<file path="src/rtl/fold_misr_8bit.sv">
// Frame compressor for two folded 8-bit channels. Each accepted (aa, bb) pair steps two
// independent MISRs; after FrameLen pairs the signatures and their equality flag are held
// on a valid/ready output until the consumer takes them.
module fold_misr_8bit #(
  parameter int unsigned FrameLen = 16
) (
  input  logic       clk_i,
  input  logic       rst_ni,
  input  logic       clr_i,
  input  logic       in_valid_i,
  output logic       in_ready_o,
  input  logic [7:0] aa_i,
  input  logic [7:0] bb_i,
  output logic       out_valid_o,
  input  logic       out_ready_i,
  output logic [7:0] sig_aa_o,
  output logic [7:0] sig_bb_o,
  output logic       eq_o,
  output logic [7:0] pair_cnt_o
);

  typedef enum logic [0:0] {StAccum, StHold} state_e;

  localparam logic [7:0] LastIdx = 8'(FrameLen - 1);

  state_e     state_q, state_d;
  logic [7:0] sig_aa_q, sig_aa_d;
  logic [7:0] sig_bb_q, sig_bb_d;
  logic [7:0] cnt_q, cnt_d;
  logic       eq_q, eq_d;

  // One MISR step for polynomial x^8+x^6+x^5+x^4+1, feedback entering at bit 0.
  function automatic logic [7:0] misr_step(input logic [7:0] s, input logic [7:0] d);
    logic fb;
    fb = s[7] ^ s[5] ^ s[4] ^ s[3];
    return {s[6:0], fb} ^ d;
  endfunction

  // Next-state: clear wins over accept and over the output handshake.
  always_comb begin
    state_d  = state_q;
    sig_aa_d = sig_aa_q;
    sig_bb_d = sig_bb_q;
    cnt_d    = cnt_q;
    if (clr_i) begin
      state_d  = StAccum;
      sig_aa_d = 8'h00;
      sig_bb_d = 8'h00;
      cnt_d    = 8'h00;
    end else begin
      unique case (state_q)
        StAccum: begin
          if (in_valid_i) begin
            sig_aa_d = misr_step(sig_aa_q, aa_i);
            sig_bb_d = misr_step(sig_bb_q, bb_i);
            if (cnt_q == LastIdx) begin
              cnt_d   = 8'h00;
              state_d = StHold;
            end else begin
              cnt_d = cnt_q + 8'd1;
            end
          end
        end
        StHold: begin
          if (out_ready_i) begin
            sig_aa_d = 8'h00;
            sig_bb_d = 8'h00;
            state_d  = StAccum;
          end
        end
        default: state_d = StAccum;
      endcase
    end
    // Equality tracks the next MISR values so it stays aligned with the registers.
    eq_d = (sig_aa_d == sig_bb_d);
  end

  // State and datapath registers.
  always_ff @(posedge clk_i or negedge rst_ni) begin
    if (!rst_ni) begin
      state_q  <= StAccum;
      sig_aa_q <= 8'h00;
      sig_bb_q <= 8'h00;
      cnt_q    <= 8'h00;
      eq_q     <= 1'b1;
    end else begin
      state_q  <= state_d;
      sig_aa_q <= sig_aa_d;
      sig_bb_q <= sig_bb_d;
      cnt_q    <= cnt_d;
      eq_q     <= eq_d;
    end
  end

  // Handshake outputs decode from registered state only.
  always_comb begin
    in_ready_o  = (state_q == StAccum);
    out_valid_o = (state_q == StHold);
    sig_aa_o    = sig_aa_q;
    sig_bb_o    = sig_bb_q;
    eq_o        = eq_q;
    pair_cnt_o  = cnt_q;
  end

endmodule

</file>
<file path="config.mk">
export PLATFORM = sky130hd
export DESIGN_NAME = fold_misr_8bit
export DESIGN_NICKNAME = d
export VERILOG_FILES = /design/src/rtl/fold_misr_8bit.sv
export SDC_FILE = /design/constraint.sdc
export NUM_CORES = 1
export LEC_CHECK = 0
export ABC_CLOCK_PERIOD_IN_PS = 1900
export CAP_MARGIN = 40
export CELL_PAD_IN_SITES_DETAIL_PLACEMENT = 1
export CELL_PAD_IN_SITES_GLOBAL_PLACEMENT = 2
export CORE_MARGIN = 4
export CORE_UTILIZATION = 28
export CTS_BUF_LIST = sky130_fd_sc_hd__clkbuf_4
export DETAILED_ROUTE_END_ITERATION = 8
export GPL_ROUTABILITY_DRIVEN = 0
export PLACE_DENSITY = 0.93
export SYNTH_ARGS = -nofsm -noshare
export SYNTH_HDL_FRONTEND = slang
export SYNTH_SLANG_ARGS = --single-unit
</file>
<file path="constraint.sdc">
create_clock -name clk_i -period 1.9 [get_ports clk_i]
set_clock_uncertainty 0.2 [all_clocks]
set_input_delay 0.285 -clock clk_i [delete_from_list [all_inputs] [get_ports clk_i]]
set_output_delay 0.285 -clock clk_i [all_outputs]
set_load 0.02 [all_outputs]
</file>
Yosys cells after proc, flatten, opt, wreduce, memory -nomap -nowiden
Cells that the tools add are included.
{"block": "op_classes", "n_div": 0, "order_cmp": 0, "shifts": 0, "n_reduce_logical": 2, "mul": 0, "eq_ne": 3, "bitwise_logic": 9, "addsub": 1, "n_mux": 17}
{"operator": "$mux 8", "count": 10}
{"operator": "$pmux 8 s2", "count": 2}
{"operator": "$xor 8x8->8", "count": 2}
{"operator": "$add 8x1->8 const B", "count": 1}
{"operator": "$eq 8x4->1 const B", "count": 1}
{"operator": "$eq 8x8->1", "count": 1}
{"operator": "$xor 1x1->1", "count": 6}
{"operator": "$mux 1", "count": 4}
{"operator": "$ne 2x2->1 const B", "count": 1}
{"operator": "$pmux 1 s2", "count": 1}
{"operator": "$reduce_and 2->1", "count": 1}
{"operator": "$reduce_bool 2->1", "count": 1}
{"operator": "$not 1->1", "count": 1}
{"block": "totals", "inputBits": 21, "n_memories": 0, "latchBits": 0, "rom_bits": 0, "wordCells": 37, "register_bits": 26, "ram_bits": 0, "out_inout_bits": 27}

Logic depth before layout (Yosys ltp)
Gate-level depths: netlist of run 1.
{"block": "logic_depth", "word_depth": 8, "mapped_depth": 7, "mapped_depth_nobuf": 6}

Worst setup path before layout of run 1
No wires, ideal clock.
{"block": "synth_path", "path_kind": "register to register", "startpoint": "register state_q, in the netlist out_valid_o", "endpoint": "register cnt_q[7], in the netlist pair_cnt_o[7]", "path_buffers": 2, "setup_time_ns": 0.078, "required_ns": 1.622, "period_less_slack_ns": 1.807, "arrival_ns": 1.529, "stages_incl_launch_ff": 6, "setup_slack_ns": 0.093, "cell_sequence": "dfrtp_1 > nand2b_1 > buf_6 > buf_6 > or4_1 > a21oi_1"}
{"block": "synth_between", "elab_chain_cells": 2}
{"element": "from (decl)", "line_no": "26", "rtl": "state_e state_q, state_d;"}
{"element": "from (signal assigned)", "line_no": "81", "rtl": "state_q <= StAccum;"}
{"element": "from (signal assigned)", "line_no": "87", "rtl": "state_q <= state_d;"}
{"element": "$ne 2x2->1 (no source line)"}
{"element": "$reduce_and 2->1 (no source line)"}
{"element": "to (signal assigned)", "line_no": "90", "rtl": "cnt_q <= cnt_d;"}
{"element": "to (decl)", "line_no": "29", "rtl": "logic [7:0] cnt_q, cnt_d;"}
Every way passes these cells.
A chain may end at the register's enable or synchronous reset.

Worst setup path in the final report of run 1
{"block": "layout_path", "startpoint": "register state_q, in the netlist out_valid_o", "endpoint": "register eq_q, in the netlist eq_o"}
{"block": "layout_between", "elab_chain_cells": 4, "word_cells_on_any_way": 6, "cone_classes": "eq/ne: 1; mux: 4; bitwise: 1"}
{"element": "$not 1->1"}
{"element": "$pmux 8 s2", "line_no": "51", "rtl": "unique case (state_q)"}
{"element": "$mux 8", "line_no": "45", "rtl": "if (clr_i) begin"}
{"element": "$eq 8x8->1 (*)", "line_no": "75", "rtl": "eq_d = (sig_aa_d == sig_bb_d);"}
{"element": "via eq_d", "line_no": "30", "rtl": "logic eq_q, eq_d;"}
{"element": "to (signal assigned)", "line_no": "91", "rtl": "eq_q <= eq_d;"}
{"element": "to (decl)", "line_no": "30"}
Mark *: on every way through the listed nets, which the timed path passes. The rest lies on a longest branch.

==> results.toml, run 1 <==
[floorplanning]
io_pins = 48
die_h_um = 80.9
design.die.area_sq_um = 6550
die_w_um = 80.9
start_util_pct = 29.0
coreArea_sq_um = 5140
rows = 26

[worst_setup_path]
reg2regPathDepth = 6
cp_num_buf_inv = 0
startpoint_type = "flip-flop"
r2r_setup_slack_ps = 100
cp_top_family = "flip-flops"
r2r-start = "out_valid_o"
critPathMaxFanout = 6
crit_arrival_ps = 1880
path_cells = "nor2b_4 -> mux2i_2 -> xor2_1 -> nor3_2 -> a41oi_1 -> a21oi_1"
critPathCaptureType = "flip-flop"
path_class = "reg2reg"
cp.required_ps = 1980
critPathSlowestCell = "dfrtp_2"
slowest_delay_ps = 460
worstReg2RegEnd = "eq_o"

[synth]
synth.distinct_cells = 31
ys_seq_area_share_pct = 43.8
synth_top_area_share_pct = 42.0
yosys_register_bits = 26
yosysWarnings = 0
synth-main-ff-cell = "dfrtp_1"
synth_common_cells = "nor2_1 (26), dfrtp_1 (25), xnor2_1 (25)"
synth_cells = 157
synth_area_per_cell_sq_um = 9.48
synth_edf_count = 0
synthTopCellsByArea = "dfrtp_1 (42%), xnor2_1 (15%), nor2_1 (6.6%)"
async_flop_share_pct = 100
synth_area_sq_um = 1490
post-synth-top-count-cell = "nor2_1"
yosys.area.top_type = "dfrtp_1"
synth_nets = 179

[worst_hold_path]
hp-class = "in2async"

[clock_network]
htreeDepth = 1
clockBufferDepth = 2
insertion_delay_ps = 330
cts_tree = "built"
cts_buffers = 3
cts_sinks = 26
clk_pin_slew_ps = 160
clock-root-buffer = "clkbuf_4"

[global_routing]
grt_pass1_wl_um = 7310
antenna_found_initial = 0
grt_pass1_vias = 1438
grt-ovfl-total = 0
grt_use_total_pct = 14.7
grt_max_degree = 27

[power_and_ir_drop]
powerDensity_nw_per_um2 = 628
p_switching_mw = 0.499
p_leak_nw = 1.14
power.share.switching_pct = 34.2
comb_power_share_pct = 38.0
ir_drop_v = 0.000262
seq_power_share_pct = 44.4
p_clk_share_pct = 17.6
p_int_mw = 0.959

[sta]
period_minus_slack_ps = 1800
clock.fmax_ghz = 0.554
setup_viol = 0
hold_viol = 0
drv_slew = 0
timing.hold.ws_ps = 100
slew_headroom_pct = 75.9
finalCritPeriodShare_pct = 95.0
tightest_slew_ps = 362
finalSetupTns_ps = 0

[drt]
ant_nets = 0
dr.first_iter.drc_count = 98
via_count = 1415
wirelength_um = 4900
routedWlPerCell_um = 16.2
via_per_inst = 4.67
first_pass_iters = 4
drc = 0

[cells_and_area]
drive_gt1_share_pct = 21.9
fin_nets = 256
syn2layout_area_growth_pct = 56.0
diodes = 0
postLayoutCellArea_sq_um = 2320
seqCellArea_sq_um = 656
multi_input_area_sq_um = 827
fill_cells = 629
finalCoreUtilization_pct = 45.2

[placed_design]
io_buffer_count = 47
dpl.hpwl_um = 3670
placed_area_sq_um = 2220

[run_status]
outcome = "completed"

[job]
maxCapViolations = 0
[timing repair]
item / in CTS / in global routing
hold buffers: 0 / 0
setup endpoints to repair: 22 / 9
buffers inserted: 1 / 4
gates resized for setup: 24 / 17
[metal layers]
| layer | vias to the layer above | part of all wire [%] | track usage [%] |
|---|---|---|---|
| li1 | 680 | - | - |
| met5 | - | 0 | 0 |
| met3 | 10 | 1.6 | 0.887 |
| met4 | 0 | 2.6 | 5.91 |
| met1 | 702 | 44 | 18.8 |
| met2 | 23 | 52 | 25.6 |
[cell type report]
cell class	instances	area share [%]
Timing Repair Buffer	80	31.1
Clock buffer	3	0.970
Sequential cell	26	28.2
Inverter	1	0.162
Tap cell	70	3.77
Multi-Input combinational cell	122	35.6
Clock inverter	1	0.162
[sequential cells by signal, summed over array words and instances, names as in the netlist]
| signal | count |
|---|---|
| out_valid_o | 1 |
| sig_bb_o | 8 |
| pair_cnt_o | 8 |
| sig_aa_o | 8 |
| eq_o | 1 |
[kinds of logic (layout without fill, tap and decap cells)]
kind of cell | after synthesis | count (layout) | share of synthesized area, %
adder cells (fa/ha/maj) | 1 | 1 | 0.840
AND/OR/NAND/NOR | 51 | 51 | 16.1
flip-flops | 26 | 26 | 43.8
XOR/XNOR | 35 | 35 | 20.6
buffers and inverters | 9 | 85 | 3.78
AO/OA/AOI/OAI | 31 | 31 | 12.2
multiplexers | 4 | 4 | 2.69
[stage by stage]
stage | setup WS (ps) | power (mW) | instances
after floorplan | 92.9 | 0.924 | 157
after global placement | -316 | 1.19 | 294
after detailed placement | -365 | 1.21 | 294
after CTS | 2.99 | 1.44 | 299
after global routing | -13.0 | 1.54 | 303
final | 95.9 | 1.46 | 303
[power groups by stage]
stage                     Clock (mW)  Sequential [mW]  Combinational (mW)
final                          0.257            0.647               0.554
after floorplan                    0            0.691               0.232
after CTS                      0.269            0.645               0.531
after detailed placement           0            0.657               0.548
after global placement             0            0.656               0.538
after global routing           0.292            0.655               0.595
[layout by cell type, fill, tap and decap left out, drive strengths merged, types with 6 or more instances in the layout]
cell           Yosys  routed
clkdlybuf4s50      0      19
buf                6      33
a21oi             16      16
xor2              10      10
nor2              26      26
nand2              9       9
dfrtp             25      25
xnor2             25      25
dlymetal6s2s       0       7
a211oi             6       6
dlygate4sd2        0      21
[how the worst max path moves through the flow]
stage | start | endpoint | slack, ps | cells past startpoint
global placement | in_valid_i | eq_o | -320 | 7
global route | out_valid_o | eq_o | -10 | 7
floorplan | out_valid_o | pair_cnt_o[7] | 90 | 5
CTS | sig_aa_o[7] | sig_aa_o[7] | 3 | 1
finish | out_valid_o | eq_o | 100 | 6
detailed placement | in_valid_i | eq_o | -360 | 7
No activity file was read; power rests on OpenSTA's default activity.
==> inputs of run 2 (changes only) <==
--- a/config.mk
+++ b/config.mk
@@ -15,6 +15,7 @@
 export DETAILED_ROUTE_END_ITERATION = 8
 export GPL_ROUTABILITY_DRIVEN = 0
 export PLACE_DENSITY = 0.93
+export REMOVE_ABC_BUFFERS = 1
 export SYNTH_ARGS = -nofsm -noshare
 export SYNTH_HDL_FRONTEND = slang
 export SYNTH_SLANG_ARGS = --single-unit
==> run 2 against run 1 <==
Register-to-register slack barely moved. Critical path depth rose by 2. Via count down 5.9%. Clock power is 4% lower. Routed wire length shrank 15%. Design area decreased by 3.3%. Largest cell class unchanged. Sequential cell count is the same. Clock-buffer cell count unchanged. Maximum frequency fell by 1.1%. Total power decreased by 5.0%. Die area unchanged. Non-clock buffer count shrank 11.
==> results.toml, run 2 (synthesis results as in run 1) <==
[cells_and_area]
drive_gt1_share_pct = 16.7
fin_nets = 245
final_common_cell = "nor2_1"
syn2layout_area_growth_pct = 50.8
diodes = 0
final_cell_mix = "nor2_1 (26), xnor2_1 (25), dfrtp_1 (23), buf_4 (21), clkdlybuf4s50_1 (20)"

[power_and_ir_drop]
p_clk_share_pct = 17.9
fin_total_pwr_mw = 1.38
comb_power_share_pct = 35.5
power.share.switching_pct = 33.7
p_int_mw = 0.919
p_leak_nw = 1.10
ir_drop_v = 0.000273
powerDensity_nw_per_um2 = 617
p_switching_mw = 0.466
seq_power_share_pct = 46.6

[global_routing]
antenna_found_initial = 0
grt_use_total_pct = 13.1
grt_max_degree = 27
grt_pass1_wl_um = 6770
grt_pass1_vias = 1424
grt-ovfl-total = 0

[sta]
rsz0062_at_grt = "true"
timing.hold.ws_ps = 139
setup_viol = 0
clock.fmax_ghz = 0.548
period_minus_slack_ps = 1820
tightest_slew_ps = 336
finalCritPeriodShare_pct = 96.0
drv_slew = 0
hold_viol = 0
slew_headroom_pct = 77.6
finalSetupTns_ps = 0

[floorplanning]
io_pins = 48
die_w_um = 80.9
rows = 26
coreArea_sq_um = 5140
design.die.area_sq_um = 6550
start_util_pct = 29.0
die_h_um = 80.9

[drt]
wirelength_um = 4190
ant_nets = 0
drc = 0
routedWlPerCell_um = 14.3
via_count = 1332
dr.first_iter.drc_count = 72
first_pass_iters = 4
via_per_inst = 4.56

[worst_setup_path]
path_class = "in2reg"
cp.required_ps = 1970
cp_num_buf_inv = 2
path_cells = "clkdlybuf4s50_1 -> nor2b_2 -> buf_6 -> mux2i_2 -> xor2_1 -> nor3_2 -> a41oi_1 -> a21oi_1"
slowest_delay_ps = 490
critPathMaxFanout = 7
startpoint_type = "input port"
crit_arrival_ps = 1900
cp_top_family = "buffers and inverters"
r2r-start = "pair_cnt_o[0]"
critPathSlowestCell = "clkdlybuf4s50_1"
critPathCaptureType = "flip-flop"
crit_path_start = "in_valid_i"

[placed_design]
dpl.hpwl_um = 3130
io_buffer_count = 47

[clock_network]
htreeDepth = 1
clock-root-buffer = "clkbuf_4"
cts_sinks = 26
cts_hold_buf = 0
clk_pin_slew_ps = 150
cts_buffers = 3
postCtsSetupBuffers = 0
cts_tree = "built"
clockBufferDepth = 2
insertion_delay_ps = 320

[run_status]
outcome = "completed"

[worst_hold_path]
hp-class = "in2async"

[job]
maxCapViolations = 0
## run 2: path summary, 6_finish.rpt
path	to	slack [ps]	cells after the start
max	eq_o	80	8
min	sig_bb_o[2]	140	2
max reg2reg	pair_cnt_o[3]	90	6
min reg2reg	pair_cnt_o[1]	390	2
max in group asynchronous	eq_o	1060	2
min in group clk_i	pair_cnt_o[1]	390	2
## run 2: metal layers
metal | vias to the layer above | share of wire (%) | track usage (%)
met3 | 2 | 3.1 | 1.22
met4 | 0 | 0.93 | 4.05
li1 | 661 | - | -
met2 | 23 | 50 | 22.2
met1 | 646 | 46 | 17.6
met5 | - | 0 | 0
## run 2: power by group through the flow
stage                     clock network [mW]  registers [mW]  logic (mW)
after detailed placement                   0           0.656       0.490
after floorplan                            0           0.691       0.221
final                                  0.248           0.646       0.492
after global placement                     0           0.654       0.484
after CTS                              0.260           0.644       0.472
after global routing                   0.281           0.655       0.534
## run 2: timing repair
action                                  in CTS  in global routing
hold endpoints to repair                     0                  0
gates resized for setup                     21                 19
endpoints found under the setup margin      20                 13
## run 2: final cells by class
cell class	count	area, sq um
Clock inverter	1	3.75
Multi-Input combinational cell	122	838
Tap cell	70	87.6
Sequential cell	26	654
Timing Repair Buffer	69	636
Inverter	1	3.75
Fill cell	608	2890
Clock buffer	3	22.5
## run 2: per-stage QoR
| step | instance area (sq um) | setup slack [ps] | std cells | utilization, % |
|---|---|---|---|---|
| after CTS | 2170 | 1.26 | 292 | 42.2 |
| after global routing | 2250 | -38.6 | 292 | 43.7 |
| after detailed placement | 2160 | -324 | 288 | 42.1 |
| after floorplan | 1440 | -744 | 149 | - |
| final | 2250 | 75.5 | 292 | 43.7 |
| after global placement | 2160 | -265 | 288 | 42.1 |
## run 2: worst reg2reg max path: cells and delay by family (launching register included)
kind / cells / cell delay, ps
adders and majority gates: 1 / 240
and+or+nand+nor: 3 / 470
DFF: 1 / 460
AOI/OAI and AO/OA: 2 / 350
==> inputs of run 3 (changes only) <==
--- a/config.mk
+++ b/config.mk
@@ -14,8 +14,10 @@
 export CTS_BUF_LIST = sky130_fd_sc_hd__clkbuf_4
 export DETAILED_ROUTE_END_ITERATION = 8
 export GPL_ROUTABILITY_DRIVEN = 0
+export MAX_ROUTING_LAYER = met4
 export PLACE_DENSITY = 0.93
 export REMOVE_ABC_BUFFERS = 1
+export SKIP_LAST_GASP = 1
 export SYNTH_ARGS = -nofsm -noshare
 export SYNTH_HDL_FRONTEND = slang
 export SYNTH_SLANG_ARGS = --single-unit
==> run 3 against run 2 <==
Sequential power barely moved. Via count fell by 0.98%. Hold slack got worse by 31 ps. Critical path depth rose by 1. Maximum frequency fell by 1.6%. Critical path type unchanged. Non-clock buffer count did not move. Combinational power barely moved. Largest power group unchanged. Total power barely moved. Worst setup slack got worse by 29 ps. Die area did not move.
==> results.toml, run 3 (synthesis results as in run 1) <==
[run_status]
outcome = "completed"

[clock_network]
cts_sinks = 26
insertion_delay_ps = 320
cts_hold_buf = 0
clock-root-buffer = "clkbuf_4"
cts_tree = "built"
clk_pin_slew_ps = 150
cts_buffers = 3
htreeDepth = 1
clockBufferDepth = 2

[floorplanning]
io_pins = 48
die_h_um = 80.9
start_util_pct = 29.0
die_w_um = 80.9
rows = 26
design.die.area_sq_um = 6550
coreArea_sq_um = 5140

[power_and_ir_drop]
ir_drop_v = 0.000273
comb_power_share_pct = 35.3
p_switching_mw = 0.468
fin_total_pwr_mw = 1.39
p_leak_nw = 1.10
seq_power_share_pct = 46.6
p_int_mw = 0.918
power.share.switching_pct = 33.7
p_clk_share_pct = 18.1
powerDensity_nw_per_um2 = 618

[sta]
hold_viol = 0
slew_headroom_pct = 77.5
timing.hold.ws_ps = 107
finalCritPeriodShare_pct = 97.6
drv_slew = 0
setup_viol = 0
rsz0062_at_grt = "true"
clock.fmax_ghz = 0.539
period_minus_slack_ps = 1850
tightest_slew_ps = 337
layout_setup_ws_ps = 46.0

[worst_setup_path]
cp_top_family = "buffers and inverters"
startpoint_type = "input port"
cp.required_ps = 1970
crit_arrival_ps = 1920
cp_num_buf_inv = 4
critPathCaptureType = "flip-flop"
critPathMaxFanout = 9
slowest_delay_ps = 490
path_cells = "clkdlybuf4s50_1 -> nor2b_2 -> buf_4 -> buf_4 -> buf_4 -> nor2_1 -> a21oi_1 -> a41oi_1 -> a21oi_1"
critPathSlowestCell = "clkdlybuf4s50_1"
path_class = "in2reg"
crit_path_frequent_cell = "buf_4"

[cells_and_area]
fin_nets = 245
finalCoreUtilization_pct = 43.6
drive_gt1_share_pct = 16.7
final_common_cell = "nor2_1"
postLayoutCellArea_sq_um = 2240
diodes = 0
final_cell_mix = "nor2_1 (26), xnor2_1 (25), dfrtp_1 (23), buf_4 (22), clkdlybuf4s50_1 (20)"
seqCellArea_sq_um = 654
syn2layout_area_growth_pct = 50.6
fill_cells = 607
multi_input_area_sq_um = 838

[global_routing]
grt_pass1_vias = 1425
antenna_found_initial = 0
grt_max_degree = 27
grt_use_total_pct = 13.5
grt-ovfl-total = 0
grt_pass1_wl_um = 6770

[worst_hold_path]
hp-class = "in2async"

[drt]
dr.first_iter.drc_count = 86
ant_nets = 0
wirelength_um = 4130
via_per_inst = 4.52
first_pass_iters = 4
drc = 0
routedWlPerCell_um = 14.1
via_count = 1319

[placed_design]
dpl_worst_slack_ps = -324
io_buffer_count = 47
placed_area_sq_um = 2160
dpl.hpwl_um = 3130

[job]
maxCapViolations = 0
## run 3: changes by cell type in the layout (fill, tap and decap cells not counted)
| cell | previous run | this run |
|---|---|---|
| buf_4 | 21 | 22 |
| buf_6 | 1 | 0 |
## run 3: path summary, 6_finish.rpt
kind | cells past startpoint | startpoint | to | slack [ps]
max | 9 | in_valid_i | eq_o | 50
min | 2 | rst_ni | sig_aa_o[1] | 110
max reg2reg | 8 | out_valid_o | eq_o | 100
min reg2reg | 2 | pair_cnt_o[1] | pair_cnt_o[1] | 380
max in group asynchronous | 2 | rst_ni | eq_o | 1100
min in group clk_i | 2 | pair_cnt_o[1] | pair_cnt_o[1] | 380
## run 3: area by class of cell
type                    count  share of cell area (%)
well taps                  70                    3.91
flip-flops and latches     26                    29.2
multi-input cells         122                    37.4
clock buffers               3                    1.00
clock inverters             1                   0.167
repair buffers             69                    28.2
inverters                   1                   0.167
## run 3: layer usage
layer  track usage (%)  up-vias  share of wire, %
li1                  -      659                 -
met1              17.7      633                46
met2              22.2       23                50
met3             0.998        4               2.7
met4              4.05        0               1.1
met5                 -        -                 0
## run 3: power by group through the flow
stage / clock network (mW) / logic [mW] / registers [mW]
2_1_floorplan: 0 / 0.221 / 0.691
3_3_place_gp: 0 / 0.484 / 0.654
3_5_place_dp: 0 / 0.490 / 0.656
4_1_cts: 0.260 / 0.472 / 0.644
5_1_grt: 0.281 / 0.531 / 0.655
6_report: 0.251 / 0.489 / 0.645
## run 3: worst register-to-register path, stage by stage, from the launching register on
cell,delay (ps)
dfrtp_1,430
nor2b_2,110
buf_4,210
buf_4,150
buf_4,150
nor2_1,60
a21oi_1,160
a41oi_1,150
a21oi_1,140
## run 3: timing repair
action,CTS,global route
setup buffers,0,0
gates resized for setup,21,18
pin swaps,0,0
setup endpoints to repair,20,13
## run 3: per-stage QoR
stage / cells / TNS [ps]
final: 292 / 0
after global routing: 292 / -44.5
after CTS: 292 / 0
after detailed placement: 288 / -1050
after global placement: 288 / -802
after floorplan: 149 / -4940
